--- src/rtl/mux_scan_sequencer.sv ---
`default_nettype none
// ============================================================================
//  Module      : mux_scan_sequencer
//  Description : Steps an external 8:1 mux through channels 0..7, samples y_in
//                once per channel and publishes the assembled byte with a
//                one-cycle done pulse. The optional macro MUX_SCAN_CONTINUOUS_EN
//                turns single-shot scans into back-to-back repeating scans.
//  Revision    : 1.0 - initial release
// ============================================================================
module mux_scan_sequencer #(
    parameter int SETTLE_CYCLES = 1
) (
    input  logic       clk,
    input  logic       rst,
    input  logic       start,
    input  logic       y_in,
    output logic       s0,
    output logic       s1,
    output logic       s2,
    output logic       busy,
    output logic       done,
    output logic [7:0] data_out
);

    // A request below one settle cycle still needs one cycle for the mux to settle.
    localparam int c_SETTLE_EFF = (SETTLE_CYCLES < 1) ? 1 : SETTLE_CYCLES;
    localparam int c_CNT_W      = (c_SETTLE_EFF > 1) ? $clog2(c_SETTLE_EFF) : 1;
    localparam logic [c_CNT_W-1:0] c_CNT_LOAD = c_CNT_W'(c_SETTLE_EFF - 1);

    localparam logic [1:0] c_ST_IDLE   = 2'd0;
    localparam logic [1:0] c_ST_SETTLE = 2'd1;
    localparam logic [1:0] c_ST_SAMPLE = 2'd2;
    localparam logic [1:0] c_ST_DONE   = 2'd3;

    logic [1:0]         state_q,  state_d;
    logic [2:0]         ch_q,     ch_d;
    logic [c_CNT_W-1:0] cnt_q,    cnt_d;
    logic [6:0]         shadow_q, shadow_d;
    logic [7:0]         data_q,   data_d;
    logic               busy_q,   busy_d;
    logic               done_q,   done_d;

    always_comb begin
        state_d  = state_q;
        ch_d     = ch_q;
        cnt_d    = cnt_q;
        shadow_d = shadow_q;
        data_d   = data_q;
        busy_d   = busy_q;
        done_d   = 1'b0;

        case (state_q)
            c_ST_IDLE: begin
                if (start) begin
                    state_d  = c_ST_SETTLE;
                    ch_d     = 3'd0;
                    cnt_d    = c_CNT_LOAD;
                    shadow_d = 7'd0;
                    busy_d   = 1'b1;
                end
            end

            c_ST_SETTLE: begin
                if (cnt_q == '0) begin
                    state_d = c_ST_SAMPLE;
                end else begin
                    cnt_d = cnt_q - 1'b1;
                end
            end

            c_ST_SAMPLE: begin
                // Channel 7 goes straight to the output so the word lands on the DONE edge.
                if (ch_q == 3'd7) begin
                    state_d = c_ST_DONE;
                    data_d  = {y_in, shadow_q};
                    done_d  = 1'b1;
                end else begin
                    shadow_d[ch_q] = y_in;
                    ch_d           = ch_q + 3'd1;
                    cnt_d          = c_CNT_LOAD;
                    state_d        = c_ST_SETTLE;
                end
            end

            c_ST_DONE: begin
                ch_d     = 3'd0;
                shadow_d = 7'd0;
`ifdef MUX_SCAN_CONTINUOUS_EN
                state_d  = c_ST_SETTLE;
                cnt_d    = c_CNT_LOAD;
`else
                state_d  = c_ST_IDLE;
                busy_d   = 1'b0;
`endif
            end

            default: begin
                state_d = c_ST_IDLE;
                ch_d    = 3'd0;
                busy_d  = 1'b0;
            end
        endcase
    end

    always_ff @(posedge clk) begin
        if (rst) begin
            state_q  <= c_ST_IDLE;
            ch_q     <= 3'd0;
            cnt_q    <= '0;
            shadow_q <= 7'd0;
            data_q   <= 8'h00;
            busy_q   <= 1'b0;
            done_q   <= 1'b0;
        end else begin
            state_q  <= state_d;
            ch_q     <= ch_d;
            cnt_q    <= cnt_d;
            shadow_q <= shadow_d;
            data_q   <= data_d;
            busy_q   <= busy_d;
            done_q   <= done_d;
        end
    end

    // Channel index is {s0,s1,s2} with s0 as the MSB.
    assign s0       = ch_q[2];
    assign s1       = ch_q[1];
    assign s2       = ch_q[0];
    assign busy     = busy_q;
    assign done     = done_q;
    assign data_out = data_q;

endmodule
`default_nettype wire
--- config.mk ---
export PLATFORM = sky130hd
export DESIGN_NAME = mux_scan_sequencer
export DESIGN_NICKNAME = d
export VERILOG_FILES = /design/src/rtl/mux_scan_sequencer.sv
export SDC_FILE = /design/constraint.sdc
export NUM_CORES = 1
export LEC_CHECK = 0
export CAP_MARGIN = 20
export CORE_MARGIN = 2
export CORE_UTILIZATION = 55
export CTS_CLUSTER_DIAMETER = 120
export DETAILED_ROUTE_END_ITERATION = 6
export PLACE_DENSITY = 0.82
export SLEW_MARGIN = 5
export SYNTH_ARGS = -nofsm -noshare
export SYNTH_HDL_FRONTEND = slang
export SYNTH_SLANG_ARGS = --single-unit
--- constraint.sdc ---
create_clock -name clk -period 3.1 [get_ports clk]
set_clock_uncertainty 0.05 [all_clocks]
set_input_delay 0.465 -clock clk [delete_from_list [all_inputs] [get_ports clk]]
set_output_delay 0.465 -clock clk [all_outputs]
set_load 0.01 [all_outputs]
# Yosys cells after proc, flatten, opt, wreduce, memory -nomap -nowiden
# Cells that the tools add are included.
[word_totals]
ff_bits = 23
latch_bits = 0
ram_bits = 0
mem_bits_ro = 0
input_bits = 4
output_inout_bits = 13
elab_cells = 50
memories = 0
[op_classes]
add_sub_neg = 2
multipliers = 0
div_mod_pow = 0
n_lt_le_gt_ge = 2
n_eq_ne = 7
shifts = 0
n_mux = 20
n_bitwise = 1
n_reduce_logical = 11
[ops]
columns = ["operator", "n"]
rows = [
  ["7-bit case mux with 3 select lines", 1],
  ["7-bit two-way mux", 2],
  ["3-bit case mux with 3 select lines", 1],
  ["2-bit case mux with 4 select lines", 1],
  ["7-bit bitwise mux", 1],
  ["1-bit two-way mux", 6],
  ["2-bit two-way mux", 3],
  ["3-bit two-way mux", 2],
  ["2-bit != test (second input constant)", 3],
  ["2-bit AND reduction", 3],
  ["3-bit AND reduction", 2],
  ["3-bit nonzero test", 2],
  ["2-bit == test (second input constant)", 2],
  ["3-bit by 4-bit < comparator with 1-bit output (second input constant)", 1],
  ["3-bit by 1-bit adder with 3-bit output (second input constant)", 1],
  ["1-bit demux with 3-bit select", 1],
  ["3-bit == test (second input constant)", 1],
  ["3-bit by 1-bit >= comparator with 1-bit output (second input constant)", 1],
  ["1-bit case mux with 3 select lines", 1],
  ["2-bit by 1-bit == test with 1-bit output (second input constant)", 1],
  ["2-bit zero test", 1],
  ["1-bit case mux with 2 select lines", 1],
  ["2-bit nonzero test", 1],
  ["2-bit OR reduction", 1],
  ["other kinds (3)", 3],
]

# Longest topological paths before layout
# Gate-level depths: netlist (run 1).
[logic_depth]
depth_word = 7
mapped_depth = 7

# Worst setup path before layout (run 1)
# No wires, ideal clock.
[synth_path]
path_kind = "flip-flop to flip-flop"
start = "register ch_q[1]"
end = "register shadow_q[1]"
setup_ns = 0.074
t_arrival_ns = 1.434
t_required_ns = 2.976
slack_ns = 1.542
stages_incl_launch_ff = 7
path_buffers = 1
cell_sequence = "dfxtp_1 > ha_1 > ha_1 > buf_2 > and4bb_4 > nand4_1 > a31oi_1"
[synth_between]
elab_chain_len = 7
word_cells_on_any_way = 11
classes_between = "2 x order compare; 2 x eq/ne; 5 x mux; 2 x reduce/logical"
[synth_lines]
columns = ["item", "line", "rtl"]
rows = [
  ["start, declared", "36", "logic [2:0] ch_q, ch_d;"],
  ["start signal, assigned", "116", "ch_q <= ch_d;"],
  ["3-bit by 4-bit < comparator with 1-bit output (implied by the code) / 3-bit by 1-bit >= comparator with 1-bit output (equally long branches)", "78", "shadow_d[ch_q] = y_in;"],
  ["1-bit logical AND (implied by the code)", "78", ""],
  ["1-bit two-way mux (implied by the code)", "78", ""],
  ["1-bit demux with 3-bit select", "78", ""],
  ["7-bit bitwise mux", "78", ""],
  ["7-bit two-way mux", "73", "if (ch_q == 3'd7) begin"],
  ["7-bit case mux with 3 select lines", "52", "case (state_q)"],
  ["end signal, assigned", "118", "shadow_q <= shadow_d;"],
  ["end, declared", "38", "logic [6:0] shadow_q, shadow_d;"],
]
# Several ways; a longest one is shown, not always the timed one. The select of a mux whose other input is x is not followed.
# A chain may end at the register's enable or synchronous reset.

# Final worst setup path (run 1)
[layout_path]
start = "register ch_q[1]"
end = "register shadow_q[0]"
# Same word-level chain as after synthesis.

==> results of run 1 <==
## sequential cells by signal (all words and copies together), names as in the netlist
name and count:
data_out 8, ch_q 3, shadow_q 7, state_q 2
done 1, busy 1
## where the power goes
part           total (µW)  internal, µW  switching (µW)
Sequential            293           286            6.48
Combinational        34.3          13.5            20.8
Clock                 222           131            91.3
## cell type report
cell class	instances	share of cell area
Timing Repair Buffer	16	0.1296
Clock buffer	3	0.01822
Inverter	4	0.01215
Clock inverter	1	0.02429
Multi-Input combinational cell	79	0.4342
Sequential cell	22	0.3563
Tap cell	25	0.02530
## worst min-delay path, cell delays in order (launching register included)
cell,delay (ns)
dfxtp_1,0.33
nand2_1,0.05
a21oi_1,0.05
## worst paths after layout
kind | depth (start not counted) | end
setup reg to reg | 5 | shadow_q[0]$_SDFFE_PP0P_
hold / removal | 2 | data_out[5]$_SDFFE_PP0P_
setup / recovery | 5 | shadow_q[0]$_SDFFE_PP0P_
hold reg to reg | 2 | data_out[5]$_SDFFE_PP0P_
## per-layer routing
layer | vias to the layer above | track usage | part of all wire
met4 | 0 | 0.1027 | 0.016
met2 | 33 | 0.3553 | 0.47
met5 | - | 0 | 0
li1 | 444 | - | -
met1 | 434 | 0.2955 | 0.46
met3 | 5 | 0.03704 | 0.056
## stage by stage
stage | setup WS, ns | cell area [µm²] | hold slack (ns) | total power [µW] | cells
6_report | 0.9487 | 1236 | 0.4151 | 549.3 | 150
5_1_grt | 0.8371 | 1236 | 0.4445 | 565.5 | 150
4_1_cts | 0.9892 | 1236 | 0.4170 | 549.6 | 150
3_5_place_dp | 1.042 | 1184 | 0.3991 | 332.9 | 146
3_3_place_gp | 1.131 | 1184 | 0.3911 | 330.9 | 146
2_1_floorplan | 1.542 | 1072 | 0.4070 | 324.9 | 118
## cells in the final DEF (no fill, tap or decap)
cell type / count
bufinv_16: 1
nand4b_1: 2
nor3_1: 2
clkdlybuf4s50_1: 16
dfxtp_1: 22
and2b_1: 2
a21oi_1: 12
o211ai_2: 9
o311ai_0: 4
a31oi_1: 7
nand4_1: 4
nor3b_1: 2
or3b_4: 1
clkbuf_4: 3
mux2i_1: 1
o211ai_1: 1
nand3b_1: 4
ha_1: 2
nand3_1: 7
and4bb_4: 1
nand2_1: 14
nor2_1: 4
inv_1: 4
## cells by family (layout without fill, tap and decap cells)
| logic type | count (synthesis) | in the layout |
|---|---|---|
| buffers and inverters | 17 | 24 |
| AND/OR/NAND/NOR | 43 | 43 |
| adder cells (fa/ha/maj) | 2 | 2 |
| flip-flops | 22 | 22 |
| AO/OA/AOI/OAI | 33 | 33 |
| multiplexers | 1 | 1 |
==> impl_metrics.py, run 1 <==
metrics = {
    "drt": {
        "drc": 0,
        "dr.pass1.iters": 4,
        "vias": 916,
        "wl_per_cell_um": 15.63,
        "ant_nets": 0,
        "drt_wl_total_um": 2344,
        "drt-vias-per-instance": 6.107,
        "drt-initial-drc-count": 18,
    },
    "clock_tree": {
        "cts_tree": "done",
        "clockBufferDepth": 2,
        "cts_hold_buf": 0,
        "clkLatencyLatePin_ns": 0.32,
        "cts-root-buf": "clkbuf_4",
        "cts_setup_buffers": 0,
        "clk_pin_slew_ns": 0.13,
        "cts-htree-levels": 1,
        "cts_resized": 0,
        "cts_buffers": 3,
        "clkSinkCount": 22,
    },
    "synth": {
        "synth_compound_area_frac": 0.2415,
        "ys_ff_latch": 22,
        "synthFlopType": "dfxtp_1",
        "synthAdderAreaFrac": 0.02334,
        "synth-simple-area-share": 0.2264,
        "ys_seq_area_frac": 0.4107,
        "synthArstFlopShare": 0,
        "synth_area_um2": 1072,
        "synth_edf_count": 0,
        "ys_types": 25,
        "synth_xor_area_frac": 0,
        "avgSynthCellArea_um2": 9.087,
        "synth_top_family_by_area": "compound AO/OA/AOI/OAI gates",
        "yosys.area.top_type": "dfxtp_1",
        "synthCells": 118,
        "synthMuxAreaShare": 0.009335,
        "synthTopCellsByArea": "dfxtp_1, o211ai_2, a21oi_1",
        "ys_top_cells_by_count": "dfxtp_1, nand2_1, a21oi_1, o211ai_2",
        "yosysTopAreaCellShare": 0.4107,
        "syn_nets": 124,
        "synth.most_common_cell": "dfxtp_1",
        "ys_warn_count": 0,
    },
    "worst_setup_path": {
        "critical_path_class": "reg -> reg",
        "worst-path-buf-inv": 0,
        "path_common_cell": "ha_1",
        "critPathArrivalTime_ns": 2.34,
        "crit_start": "ch_q[1]$_SDFFE_PP0P_",
        "worstPathCellList": "ha_1 > ha_1 > and2b_1 > o211ai_1 > a31oi_1",
        "start_kind": "register",
        "worstSetupEndpointType": "register",
        "path_max_fanout": 11,
        "r2r_slack_ns": 0.95,
        "crit_family": "flip-flops",
        "slowest_stage": "dfxtp_1",
        "r2r_start": "ch_q[1]$_SDFFE_PP0P_",
        "max_stage_delay_ns": 0.59,
        "worstPathRequired_ns": 3.28,
    },
    "global_route": {
        "grt_max_degree": 23,
        "grt_first_pass_wirelength_um": 3622,
        "grt_use_total": 0.2236,
        "antenna_found_initial": 0,
        "grt_pass1_vias": 837,
        "grt_overflow": 0,
    },
    "final_layout": {
        "antenna_cells": 0,
        "post-route-util": 0.6933,
        "drive_gt1_frac": 0.1200,
        "nNetsFinal": 132,
        "multi_input_area_um2": 536.8,
        "area_growth_pct": 15.29,
        "fillers": 144,
        "regArea_um2": 440.4,
    },
    "timing": {
        "fmax_mhz": 464.8,
        "rsz0062_at_grt": "false",
        "slew_violations": 0,
        "setup_tns_ns": 0,
        "worstMarginPinSlew_ns": 0.8060,
        "relSlewSlack": 0.4610,
        "finalHoldViolCount": 0,
        "setup_viol": 0,
        "finalCritPeriodShare": 0.6940,
        "finalCriticalPeriod_ns": 2.151,
    },
    "floorplanning": {
        "start_util": 0.6014,
        "fp-row-count": 15,
        "ios": 17,
        "die_area_um2": 2319,
        "die_h_um": 48.16,
        "coreArea_um2": 1783,
        "die_w_um": 48.16,
    },
    "pwr": {
        "peakVddDrop_mv": 0.3037,
        "powerDensity_nw_per_um2": 444.3,
        "p_leak_uw": 0.0003839,
    },
    "place": {
        "gp_congestion": 0.8512,
        "numPortBuffers": 16,
        "hpwl_um": 1556,
    },
    "run": {
        "cap_violations": 0,
    },
    "min_path": {
        "min_from": "data_out[5]$_SDFFE_PP0P_",
        "hp-class": "reg -> reg",
    },
    "run_status": {
        "status": "completed",
    },
}
No activity file was read; power rests on OpenSTA's default activity.
==> run 2, diff against run 1 <==
--- a/config.mk
+++ b/config.mk
@@ -7,10 +7,10 @@
 export LEC_CHECK = 0
 export CAP_MARGIN = 20
 export CORE_MARGIN = 2
-export CORE_UTILIZATION = 55
+export CORE_UTILIZATION = 51
 export CTS_CLUSTER_DIAMETER = 120
 export DETAILED_ROUTE_END_ITERATION = 6
-export PLACE_DENSITY = 0.82
+export PLACE_DENSITY = 0.76
 export SLEW_MARGIN = 5
 export SYNTH_ARGS = -nofsm -noshare
 export SYNTH_HDL_FRONTEND = slang
==> constraint.sdc (replaced) <==
create_clock -name clk -period 2.1 [get_ports clk]
set_clock_uncertainty 0.05 [all_clocks]
set_input_delay 0.315 -clock clk [delete_from_list [all_inputs] [get_ports clk]]
set_output_delay 0.315 -clock clk [all_outputs]
set_load 0.01 [all_outputs]
==> run 2 against run 1 <==
Sequential share of layout area down 1.5 points. Setup slack got worse by 0.69 ns. Sequential power grew 46%. Flip-flop and latch count unchanged. Critical path type is now reg -> out. Final area rose by 4.5%. Critical endpoint is now s0.
==> impl_metrics.py, run 2 (synthesis gave the netlist of run 1 again) <==
metrics = {
    "timing": {
        "fmax_mhz": 542.2,
        "worstMarginPinSlew_ns": 0.5113,
        "setup_viol": 0,
        "finalCritPeriodShare": 0.8783,
        "finalHoldViolCount": 0,
        "relSlewSlack": 0.6587,
        "rsz0062_at_grt": "false",
        "setup_tns_ns": 0,
        "fin_ws_ns": 0.2555,
        "slew_violations": 0,
        "finalCriticalPeriod_ns": 1.844,
    },
    "worst_setup_path": {
        "critical_path_class": "reg -> out",
        "path_max_fanout": 11,
        "crit_family": "buffers and inverters",
        "worstPathCellList": "clkdlybuf4s50_1",
        "start_kind": "register",
        "slowest_stage": "clkdlybuf4s50_1",
        "critPathArrivalTime_ns": 1.48,
        "worstPathRequired_ns": 1.74,
        "max_stage_delay_ns": 0.61,
        "worstSetupEndpointType": "output pin",
        "worst-path-buf-inv": 1,
    },
    "floorplanning": {
        "fp-row-count": 16,
        "die_w_um": 49.86,
        "die_h_um": 49.86,
        "die_area_um2": 2486,
        "ios": 17,
        "coreArea_um2": 1982,
        "start_util": 0.5410,
    },
    "drt": {
        "dr.pass1.iters": 4,
        "vias": 924,
        "wl_per_cell_um": 14.44,
        "ant_nets": 0,
        "drt-initial-drc-count": 26,
        "drc": 0,
        "drt-vias-per-instance": 5.811,
        "drt_wl_total_um": 2296,
    },
    "clock_tree": {
        "clkSinkCount": 22,
        "cts-htree-levels": 1,
        "clk_pin_slew_ns": 0.13,
        "cts_resized": 0,
        "cts_buffers": 3,
        "cts-root-buf": "clkbuf_4",
        "cts_tree": "done",
        "clkLatencyLatePin_ns": 0.31,
        "clockBufferDepth": 2,
        "cts_setup_buffers": 0,
        "cts_hold_buf": 0,
    },
    "run": {
        "cap_violations": 0,
    },
    "global_route": {
        "busiest_layer": "met2",
        "antenna_found_initial": 0,
        "grt_max_degree": 16,
        "grt_use_met1": 0.2600,
        "grt_first_pass_wirelength_um": 3995,
        "grt_pass1_vias": 912,
        "met3_usage": 0.03030,
        "grt_overflow": 0,
        "met2_usage": 0.3578,
        "grt_use_total": 0.2064,
    },
    "final_layout": {
        "fillers": 161,
        "regArea_um2": 440.4,
        "final_common_cell": "dfxtp_1",
        "drive_gt1_frac": 0.1667,
        "antenna_cells": 0,
        "multi_input_area_um2": 536.8,
        "nNetsFinal": 139,
        "largest_reg_flops": 8,
        "most-common-layout-cells": "dfxtp_1, clkdlybuf4s50_1, nand2_1",
        "area_growth_pct": 20.42,
    },
    "place": {
        "numPortBuffers": 16,
        "gp_congestion": 0.8407,
        "place_ws_ns": 0.4289,
        "hpwl_um": 1619,
    },
    "pwr": {
        "peakVddDrop_mv": 0.3336,
        "p_leak_uw": 0.0004194,
        "powerDensity_nw_per_um2": 627.5,
    },
    "run_status": {
        "status": "completed",
    },
    "min_path": {
        "hp-class": "reg -> reg",
    },
}
[run 2: path summary, 6_finish.rpt]
| path | depth (start not counted) | end | slack, ns | start |
|---|---|---|---|---|
| max | 1 | s0 | 0.26 | ch_q[2]$_SDFFE_PP0P_ |
| min | 2 | data_out[1]$_SDFFE_PP0P_ | 0.41 | data_out[1]$_SDFFE_PP0P_ |
| max reg2reg | 6 | shadow_q[6]$_SDFFE_PP0P_ | 0.43 | ch_q[1]$_SDFFE_PP0P_ |
| min reg2reg | 2 | data_out[1]$_SDFFE_PP0P_ | 0.41 | data_out[1]$_SDFFE_PP0P_ |
[run 2: cell type report]
type | count | area share
tap | 27 | 0.02616
sequential | 22 | 0.3411
clock inverter | 1 | 0.02326
clock buffer | 3 | 0.01744
multi-input combinational | 79 | 0.4157
timing repair buffer | 23 | 0.1647
inverter | 4 | 0.01163
[run 2: through the flow]
step	util	hold WS, ns	total power, µW	instances	area (µm²)
finish	0.6515	0.4115	810.3	159	1291
floorplan	-	0.3344	479.6	118	1072
CTS	0.6515	0.4139	810.7	159	1291
detailed placement	0.6250	0.3967	494.5	155	1239
global placement	0.6250	0.3937	493.8	155	1239
global route	0.6515	0.4414	832.8	159	1291
[run 2: metal layers]
layer / wire [µm] / part of all wire / vias to the layer above
met5: 0 / 0 / -
met4: 25 / 0.011 / 0
met3: 77 / 0.034 / 4
met2: 1109 / 0.48 / 20
met1: 1084 / 0.47 / 443
li1: - / - / 457
[run 2: where the power goes]
group          switching (µW)  internal [µW]  total (µW)
clock network             132            193         325
logic                    33.5           23.3        56.8
registers                6.32            423         429
